--- config.mk ---
export PLATFORM = sky130hd
export DESIGN_NAME = pipe_stage_skid
export DESIGN_NICKNAME = d
export VERILOG_FILES = /design/src/rtl/pipe_pkg.sv /design/src/rtl/pipe_stage_skid_slot.sv /design/src/rtl/pipe_stage_skid.sv
export SDC_FILE = /design/constraint.sdc
export NUM_CORES = 1
export LEC_CHECK = 0
export ABC_AREA = 1
export CAP_MARGIN = 20
export CELL_PAD_IN_SITES_DETAIL_PLACEMENT = 0
export CELL_PAD_IN_SITES_GLOBAL_PLACEMENT = 1
export CORE_MARGIN = 2
export CORE_UTILIZATION = 36
export DETAILED_ROUTE_END_ITERATION = 7
export HOLD_SLACK_MARGIN = 0.02
export PLACE_DENSITY = 0.81
export SYNTH_ARGS = -nofsm -noshare
export SYNTH_HDL_FRONTEND = slang
export SYNTH_HIERARCHICAL = 1
export SYNTH_SLANG_ARGS = --single-unit
--- constraint.sdc ---
create_clock -name clk -period 2.24 [get_ports clk]
set_input_delay 0.448 -clock clk [delete_from_list [all_inputs] [get_ports clk]]
set_output_delay 0.448 -clock clk [all_outputs]
set_load 0.02 [all_outputs]
--- src/rtl/pipe_pkg.sv ---
// pipe_pkg: state encoding shared by the pipe_stage_skid slice
package pipe_pkg;
  localparam logic [1:0] ST_EMPTY = 2'd0;
  localparam logic [1:0] ST_ONE = 2'd1;
  localparam logic [1:0] ST_TWO = 2'd2;
  typedef enum logic [1:0] {EMPTY = ST_EMPTY, ONE = ST_ONE, TWO = ST_TWO} pipe_state_t;
endpackage

--- src/rtl/pipe_stage_skid_slot.sv ---
// pipe_slot: one pipeline entry register whose ctrl bits are zeroed whenever valid is cleared
module pipe_slot #(
  parameter int DATA_W = 64,
  parameter int CTRL_W = 2,
  parameter int WN_W = 5
) (
  input  logic              clk,
  input  logic              rst,
  input  logic              clr,
  input  logic              ld,
  input  logic [CTRL_W-1:0] d_ctrl,
  input  logic [DATA_W-1:0] d_data,
  input  logic [WN_W-1:0]   d_wn,
  output logic              q_valid,
  output logic [CTRL_W-1:0] q_ctrl,
  output logic [DATA_W-1:0] q_data,
  output logic [WN_W-1:0]   q_wn
);
  always_ff @(posedge clk) begin
    if (rst) begin
      q_valid <= 1'b0;
      q_ctrl <= '0;
      q_data <= '0;
      q_wn <= '0;
    end else if (clr) begin
      q_valid <= 1'b0;
      q_ctrl <= '0;
    end else if (ld) begin
      q_valid <= 1'b1;
      q_ctrl <= d_ctrl;
      q_data <= d_data;
      q_wn <= d_wn;
    end
  end
endmodule

--- src/rtl/pipe_stage_skid.sv ---
// pipe_stage_skid: valid/ready pipeline register with flush, bubble-safe ctrl and optional two-entry skid
module pipe_stage_skid
  import pipe_pkg::*;
#(
  parameter int DATA_W = 64,
  parameter int CTRL_W = 2,
  parameter int WN_W = 5,
  parameter int SKID = 1,
  parameter int CNT_W = 16
) (
  input  logic              clk,
  input  logic              rst,
  input  logic              flush,
  input  logic              in_valid,
  output logic              in_ready,
  input  logic [CTRL_W-1:0] in_ctrl,
  input  logic [DATA_W-1:0] in_data,
  input  logic [WN_W-1:0]   in_wn,
  output logic              out_valid,
  input  logic              out_ready,
  output logic [CTRL_W-1:0] out_ctrl,
  output logic [DATA_W-1:0] out_data,
  output logic [WN_W-1:0]   out_wn,
  output logic [CNT_W-1:0]  stall_cnt
);
  pipe_state_t r_state, w_next;
  logic w_acc, w_deq, w_main_ld, w_main_clr, w_skid_ld, w_skid_clr, w_skid_v;
  logic [CTRL_W-1:0] w_skid_ctrl, w_main_ctrl;
  logic [DATA_W-1:0] w_skid_data, w_main_data;
  logic [WN_W-1:0] w_skid_wn, w_main_wn;
  logic [CNT_W-1:0] r_cnt;
  assign in_ready = (SKID != 0) ? (r_state != TWO) : (~out_valid | out_ready);
  assign w_acc = in_valid & in_ready;
  assign w_deq = out_valid & out_ready;
  assign stall_cnt = r_cnt;
  always_comb begin
    w_next = flush ? EMPTY :
             (r_state == EMPTY) ? (w_acc ? ONE : EMPTY) :
             (r_state == ONE) ? ((w_acc & ~w_deq & (SKID != 0)) ? TWO : (w_deq & ~w_acc) ? EMPTY : ONE) :
             (w_deq ? ONE : TWO);
    w_main_ld = ~flush & ((r_state == TWO) ? w_deq : (w_acc & (r_state == EMPTY | w_deq)));
    w_main_clr = flush | (w_deq & ~w_main_ld);
    w_skid_ld = ~flush & (r_state == ONE) & w_acc & ~w_deq;
    w_skid_clr = flush | ((r_state == TWO) & w_deq);
    w_main_ctrl = w_skid_v ? w_skid_ctrl : in_ctrl;
    w_main_data = w_skid_v ? w_skid_data : in_data;
    w_main_wn = w_skid_v ? w_skid_wn : in_wn;
  end
  always_ff @(posedge clk) begin
    if (rst) r_state <= EMPTY;
    else r_state <= w_next;
  end
  always_ff @(posedge clk) begin
    if (rst) r_cnt <= '0;
    else if (out_valid & ~out_ready & ~&r_cnt) r_cnt <= r_cnt + CNT_W'(1);
  end
  pipe_slot #(.DATA_W(DATA_W), .CTRL_W(CTRL_W), .WN_W(WN_W)) u_main (
    .clk(clk), .rst(rst), .clr(w_main_clr), .ld(w_main_ld),
    .d_ctrl(w_main_ctrl), .d_data(w_main_data), .d_wn(w_main_wn),
    .q_valid(out_valid), .q_ctrl(out_ctrl), .q_data(out_data), .q_wn(out_wn)
  );
  if (SKID != 0) begin : g_skid
    pipe_slot #(.DATA_W(DATA_W), .CTRL_W(CTRL_W), .WN_W(WN_W)) u_skid (
      .clk(clk), .rst(rst), .clr(w_skid_clr), .ld(w_skid_ld),
      .d_ctrl(in_ctrl), .d_data(in_data), .d_wn(in_wn),
      .q_valid(w_skid_v), .q_ctrl(w_skid_ctrl), .q_data(w_skid_data), .q_wn(w_skid_wn)
    );
  end else begin : g_noskid
    assign w_skid_v = 1'b0;
    assign w_skid_ctrl = '0;
    assign w_skid_data = '0;
    assign w_skid_wn = '0;
  end
endmodule

==> results of run 1 <==
per-stage QoR:
step,power [mW],util [%],hold WS (ns)
after floorplan,3.59,-,0.435
after global placement,4.04,46.4,0.444
after detailed placement,4.04,46.4,0.454
after CTS,6.85,49.0,0.469
after global routing,7.07,49.0,0.486
final,6.74,49.0,0.466
logic make-up (layout without fill, tap and decap cells):
group / after synthesis / count (layout) / share of synthesized area [%]
AND/OR/NAND/NOR: 701 / 701 / 36.5
buffers and inverters: 235 / 399 / 12.1
flip-flops: 162 / 162 / 40.3
multiplexers: 71 / 71 / 9.93
AO/OA/AOI/OAI: 15 / 15 / 0.963
adder cells (fa/ha/maj): 2 / 2 / 0.311
other: 0 / 1 / 0
cell usage after synthesis, drive strengths merged:
| library cell | n |
|---|---|
| mux2 | 71 |
| nor3 | 2 |
| ha | 2 |
| buf | 50 |
| nand4 | 1 |
| o211ai | 1 |
| nand2 | 208 |
| o21ai | 5 |
| clkinv | 1 |
| clkbuf | 17 |
| nor2 | 338 |
| a21oi | 9 |
| inv | 167 |
| nor4 | 2 |
| nand3 | 150 |
| dfxtp | 162 |
power by group:
| group | internal (mW) | leakage (nW) | switching [mW] |
|---|---|---|---|
| sequential | 2.97 | 1.31 | 0.0514 |
| clock | 1.50 | 0.272 | 1.27 |
| combinational | 0.460 | 3.16 | 0.495 |
| total | 4.92 | 4.74 | 1.82 |
routing by layer:
layer,routed length [um],up-vias,track usage (%)
met5,11,-,0
met4,304,2,5.64
li1,-,3917,-
met3,1060,19,3.80
met1,10800,3320,26.0
met2,10100,173,30.7
final timing paths:
path,start,end,slack [ns],depth (start not counted)
worst min-delay path,u_main/q_ctrl[1],u_main/q_ctrl[1],0.47,2
worst max register to register,u_main/q_valid,u_main/q_data[59],0.39,10
worst min register to register,u_main/q_ctrl[1],u_main/q_ctrl[1],0.47,2
worst max-delay path,r_state[1],in_ready,0.19,4
critical path, delay by kind of cell (launching register included):
family                 cells  cell delay [ns]
flip-flops                 1             0.34
AND/OR/NAND/NOR            1             0.17
buffers and inverters      3             0.67
layout by cell type, fill, tap and decap left out, drive strengths merged, types with 2 or more instances in the layout:
cell / n
mux2: 71
clkdlybuf4s50: 164
clkbuf: 19
dfxtp: 162
inv: 171
clkinvlp: 2
buf: 35
nor2: 338
nor3: 2
nor4: 2
nand2: 208
a21oi: 9
ha: 2
nand3: 150
clkinv: 8
o21ai: 5
area by class of cell:
class / count / area [um2]
repair buffers: 199 / 2080
well taps: 280 / 350
diodes: 1 / 2.50
inverters: 168 / 631
clock buffers: 19 / 453
clock inverters: 13 / 103
fillers: 2241 / 11200
multi-input cells: 789 / 3850
flip-flops and latches: 162 / 3250
flip-flops by register name (all words and copies together), names as in the netlist:
register / flops
u_main/q_valid: 1
g_skid.u_skid/q_valid: 1
r_state: 2
g_skid.u_skid/q_wn: 5
g_skid.u_skid/q_data: 64
u_main/q_ctrl: 2
g_skid.u_skid/q_ctrl: 2
u_main/q_wn: 5
stall_cnt: 16
u_main/q_data: 64
==> impl_metrics.env, run 1 <==
export IMPL_start_kind="flip-flop"
export IMPL_worstSetupEndpointType="output pin"
export IMPL_yosysTopAreaCell="dfxtp_1"
export IMPL_dpl_hpwl_um=14500
export IMPL_die_area_um2=23600
export IMPL_ys_types=26
export IMPL_fin_skew_ns=0.00991
export IMPL_ant_nets=0
export IMPL_clk_pin_slew_ns=0.06
export IMPL_cts_resized=0
export IMPL_required_ns=1.79
export IMPL_setup_viol_count_final=0
export IMPL_htree_levels=4
export IMPL_drc=0
export IMPL_status="finished, final reports clean"
export IMPL_synth_seq_area_share_pct=40.3
export IMPL_cts_buffer_depth=2
export IMPL_initial_utilization_pct=36.8
export IMPL_crit_path_cell_trace="inv_2, nor2_1, inv_1, clkdlybuf4s50_1"
export IMPL_cts_root_buf="clkbuf_16"
export IMPL_setup_tns_ns=0
export IMPL_fmax_mhz=487
export IMPL_slew_violations=0
export IMPL_worstSkewPairLatency_ns=0.43
export IMPL_path_max_fanout=5
export IMPL_fin_ws_ns=0.186
export IMPL_dpl_cell_area_um2=10200
export IMPL_io_pins=165
export IMPL_tightest_slew_ns=0.361
export IMPL_final_cell_count_no_fill=1631
export IMPL_relSlewSlack_pct=75.9
export IMPL_routed_via_count=7431
export IMPL_port_buffers=164
export IMPL_crit_type="reg -> out"
export IMPL_rsz0062_at_grt="no"
export IMPL_post_drt_via_cell_ratio=4.56
export IMPL_cts_buffers=17
export IMPL_synth_area_leaders="dfxtp_1 (40%), nor2_1 (15%), mux2_2 (9.9%), nand2_1 (9.5%), nand3_1 (9.3%)"
export IMPL_nNetsFinal=1415
export IMPL_rows=54
export IMPL_gp_congestion=0.776
export IMPL_vdd_ir_drop_max_uv=433
export IMPL_routed_wl_um=22200
export IMPL_leakage_nw=4.74
export IMPL_yosys_register_bits=162
export IMPL_critPathArrivalTime_ns=1.61
export IMPL_dpl_worst_slack_ns=-0.147
export IMPL_first_pass_iters=5
export IMPL_syn_inst=1186
export IMPL_powerDensity_nw_per_um2=629
export IMPL_max_cap_violations=0
export IMPL_core_um2=21900
export IMPL_grt_first_pass_wirelength_um=36700
export IMPL_cp_slowest_cell="clkdlybuf4s50_1"
export IMPL_hold_violations=0
export IMPL_cts_setup_buffers=0
export IMPL_yosys_warnings=6
export IMPL_syn_cell_area_um2=8050
export IMPL_dp_cells=1598
export IMPL_overflow=0
export IMPL_cts_sinks=162
export IMPL_die_width_um=154
export IMPL_fin_crit_ns=2.05
export IMPL_fin_crit_sh_pct=91.7
export IMPL_drt_iter0_markers=326
export IMPL_drive_above_1_share_pct=12.7
export IMPL_ctsHoldBuffers=0
export IMPL_synth_avg_cell_area_um2=6.79
export IMPL_wire_per_inst_um=13.6
export IMPL_grt_max_degree=71
export IMPL_hold_path_class="reg -> reg"
export IMPL_max_stage_delay_ns=0.54
export IMPL_grt_total_usage_pct=19.1
export IMPL_fin_area_um2=10700
export IMPL_cts_tree="yes"
export IMPL_die_h_um=154
export IMPL_synthesis_nets=1264
export IMPL_grt_pass1_vias=7053
export IMPL_netlist_area_leader_share_pct=40.3
export IMPL_grt_antenna_before_repair=2
export IMPL_area_delta_synth_final_pct=33.1
No activity file was read; power rests on OpenSTA's default activity.
==> run 2, diff against run 1 <==
- GPL_TIMING_DRIVEN: default -> 0
==> run 2 against run 1 <==
  * Non-clock buffer count increased by 33
  * Combinational power down 2.3%
  * Worst setup slack worse by 0.027 ns
  * Clock-buffer cell count unchanged
  * Maximum frequency decreased by 1.3%
  * Sequential power hardly changed
  * Wire length decreased by 0.60%
  * Critical path type unchanged
  * Largest power group unchanged
  * Highest routed layer is now met4
==> impl_metrics.env, run 2 (same netlist as run 1, synthesis figures left out) <==
export IMPL_layout_commonest_cell="nor2_1"
export IMPL_power_switching_mw=1.81
export IMPL_grt_pass1_vias=7007
export IMPL_max_cap_violations=0
export IMPL_crit_family="buffers and inverters"
export IMPL_pwr_share_comb_pct=13.7
export IMPL_worstSetupEndpointType="output pin"
export IMPL_powerDensity_nw_per_um2=640
export IMPL_ff2ff_setup_slack_ns=0.26
export IMPL_path_buf_inv=3
export IMPL_dpl_cell_area_um2=10000
export IMPL_post_drt_via_cell_ratio=4.47
export IMPL_overflow=0
export IMPL_port_buffers=164
export IMPL_startpoint="r_state[1]"
export IMPL_grt_max_degree=17
export IMPL_endpoint="in_ready"
export IMPL_hold_path_class="reg -> reg"
export IMPL_fin_area_um2=10700
export IMPL_relSlewSlack_pct=66.7
export IMPL_routed_via_count=7426
export IMPL_reg2reg_to="u_main/q_data[57]"
export IMPL_cts_sinks=162
export IMPL_gp_congestion=0.797
export IMPL_initial_utilization_pct=36.8
export IMPL_ant_nets=0
export IMPL_fin_ws_ns=0.159
export IMPL_cts_root_buf="clkbuf_16"
export IMPL_cts_buffers=17
export IMPL_htree_levels=4
export IMPL_slew_violations=0
export IMPL_grt_first_pass_wirelength_um=36300
export IMPL_grt_total_usage_pct=19.0
export IMPL_switching_share_pct=26.5
export IMPL_path_max_fanout=5
export IMPL_drive_above_1_share_pct=13.3
export IMPL_clk_pin_slew_ns=0.07
export IMPL_rows=54
export IMPL_hold_violations=0
export IMPL_fmax_mhz=481
export IMPL_seqPwrFrac_pct=44.2
export IMPL_required_ns=1.79
export IMPL_dpl_worst_slack_ns=-0.477
export IMPL_routed_wl_um=22100
export IMPL_cp_slowest_cell="clkdlybuf4s50_1"
export IMPL_area_delta_synth_final_pct=32.3
export IMPL_wire_per_inst_um=13.3
export IMPL_status="finished, final reports clean"
export IMPL_rr_startpoint="u_main/q_valid"
export IMPL_rr_worst_depth=12
export IMPL_drc=0
export IMPL_io_pins=165
export IMPL_dpl_hpwl_um=16000
export IMPL_fin_crit_sh_pct=92.9
export IMPL_tightest_slew_ns=0.499
export IMPL_leakage_nw=4.79
export IMPL_final_cell_mix="nor2_1 (322), nand2_1 (203), clkdlybuf4s50_1 (164)"
export IMPL_cts_buffer_depth=2
export IMPL_antenna_cells=0
export IMPL_cellInternalPower_mw=5.01
export IMPL_drt_iter0_markers=282
export IMPL_first_pass_iters=5
export IMPL_start_kind="flip-flop"
export IMPL_filler_cell_count=2299
export IMPL_setup_viol_count_final=0
export IMPL_max_stage_delay_ns=0.55
export IMPL_worstSkewPairLatency_ns=0.42
export IMPL_cts_tree="yes"
export IMPL_crit_type="reg -> out"
export IMPL_crit_path_cell_trace="inv_2, nor2_1, inv_1, clkdlybuf4s50_1"
export IMPL_pwr_share_clk_pct=42.2
export IMPL_die_h_um=154
export IMPL_cp_num_cells=4
export IMPL_fin_skew_ns=0.00740
export IMPL_grt_antenna_before_repair=0
export IMPL_fin_crit_ns=2.08
export IMPL_rsz0062_at_grt="no"
export IMPL_die_width_um=154
export IMPL_die_area_um2=23600
export IMPL_critPathArrivalTime_ns=1.63
export IMPL_vdd_ir_drop_max_uv=460
export IMPL_core_um2=21900
export IMPL_nNetsFinal=1448
[run 2: worst min-delay path by stage]
stage | slack, ns | cells after the start | startpoint | endpoint
after floorplan | 0.43 | 2 | g_skid.u_skid/q_ctrl[0] | g_skid.u_skid/q_ctrl[0]
after global placement | 0.45 | 2 | g_skid.u_skid/q_ctrl[0] | g_skid.u_skid/q_ctrl[0]
after detailed placement | 0.45 | 2 | g_skid.u_skid/q_ctrl[1] | g_skid.u_skid/q_ctrl[1]
after CTS | 0.47 | 2 | g_skid.u_skid/q_ctrl[0] | g_skid.u_skid/q_ctrl[0]
after global routing | 0.48 | 2 | u_main/q_ctrl[1] | u_main/q_ctrl[1]
final | 0.47 | 2 | u_main/q_ctrl[1] | u_main/q_ctrl[1]
[run 2: power groups by stage]
| stage | logic (mW) | clock network [mW] | registers, mW |
|---|---|---|---|
| final | 0.933 | 2.88 | 3.01 |
| after global routing | 1.04 | 3.09 | 3.02 |
| after CTS | 0.940 | 2.98 | 3.01 |
| after detailed placement | 0.935 | 0 | 3.08 |
| after global placement | 0.933 | 0 | 3.08 |
| after floorplan | 0.437 | 0 | 3.16 |
[run 2: metal layers]
metal	part of all wire, %	track usage (%)
met5	0	0
met4	1.3	5.42
met3	4.9	4.65
met2	45	30.3
met1	48	25.6
[run 2: timing repair]
item	4_1_cts	5_1_grt
setup endpoints to repair	1	60
buffers inserted	0	1
hold buffers	0	0
pin swaps	0	1
resized for setup	1	6
endpoints found under the hold margin	0	0
[run 2: layout make-up]
cell class	count	area, um2	share of cell area (%)
flip-flops and latches	162	3240	30.4
clock buffers	19	453	4.25
clock inverters	13	125	1.17
inverters	168	631	5.92
repair buffers	165	1660	15.6
multi-input cells	789	3840	36.0
plain buffers	67	350	3.29
well taps	280	350	3.29
[run 2: metrics by stage]
step,cells,hold slack [ns],power (mW),TNS (ns),utilization (%)
global placement,1630,0.446,4.01,-37.27,45.9
CTS,1662,0.469,6.93,0,48.5
finish,1663,0.469,6.82,0,48.7
floorplan,1186,0.435,3.59,0,-
global route,1663,0.479,7.16,0,48.7
detailed placement,1630,0.452,4.01,-36.42,45.9
[run 2: tightest hold or removal path, cell delays in order (launching register included)]
cell     delay [ns]
dfxtp_1        0.31
nand2_1        0.06
a21oi_1        0.05
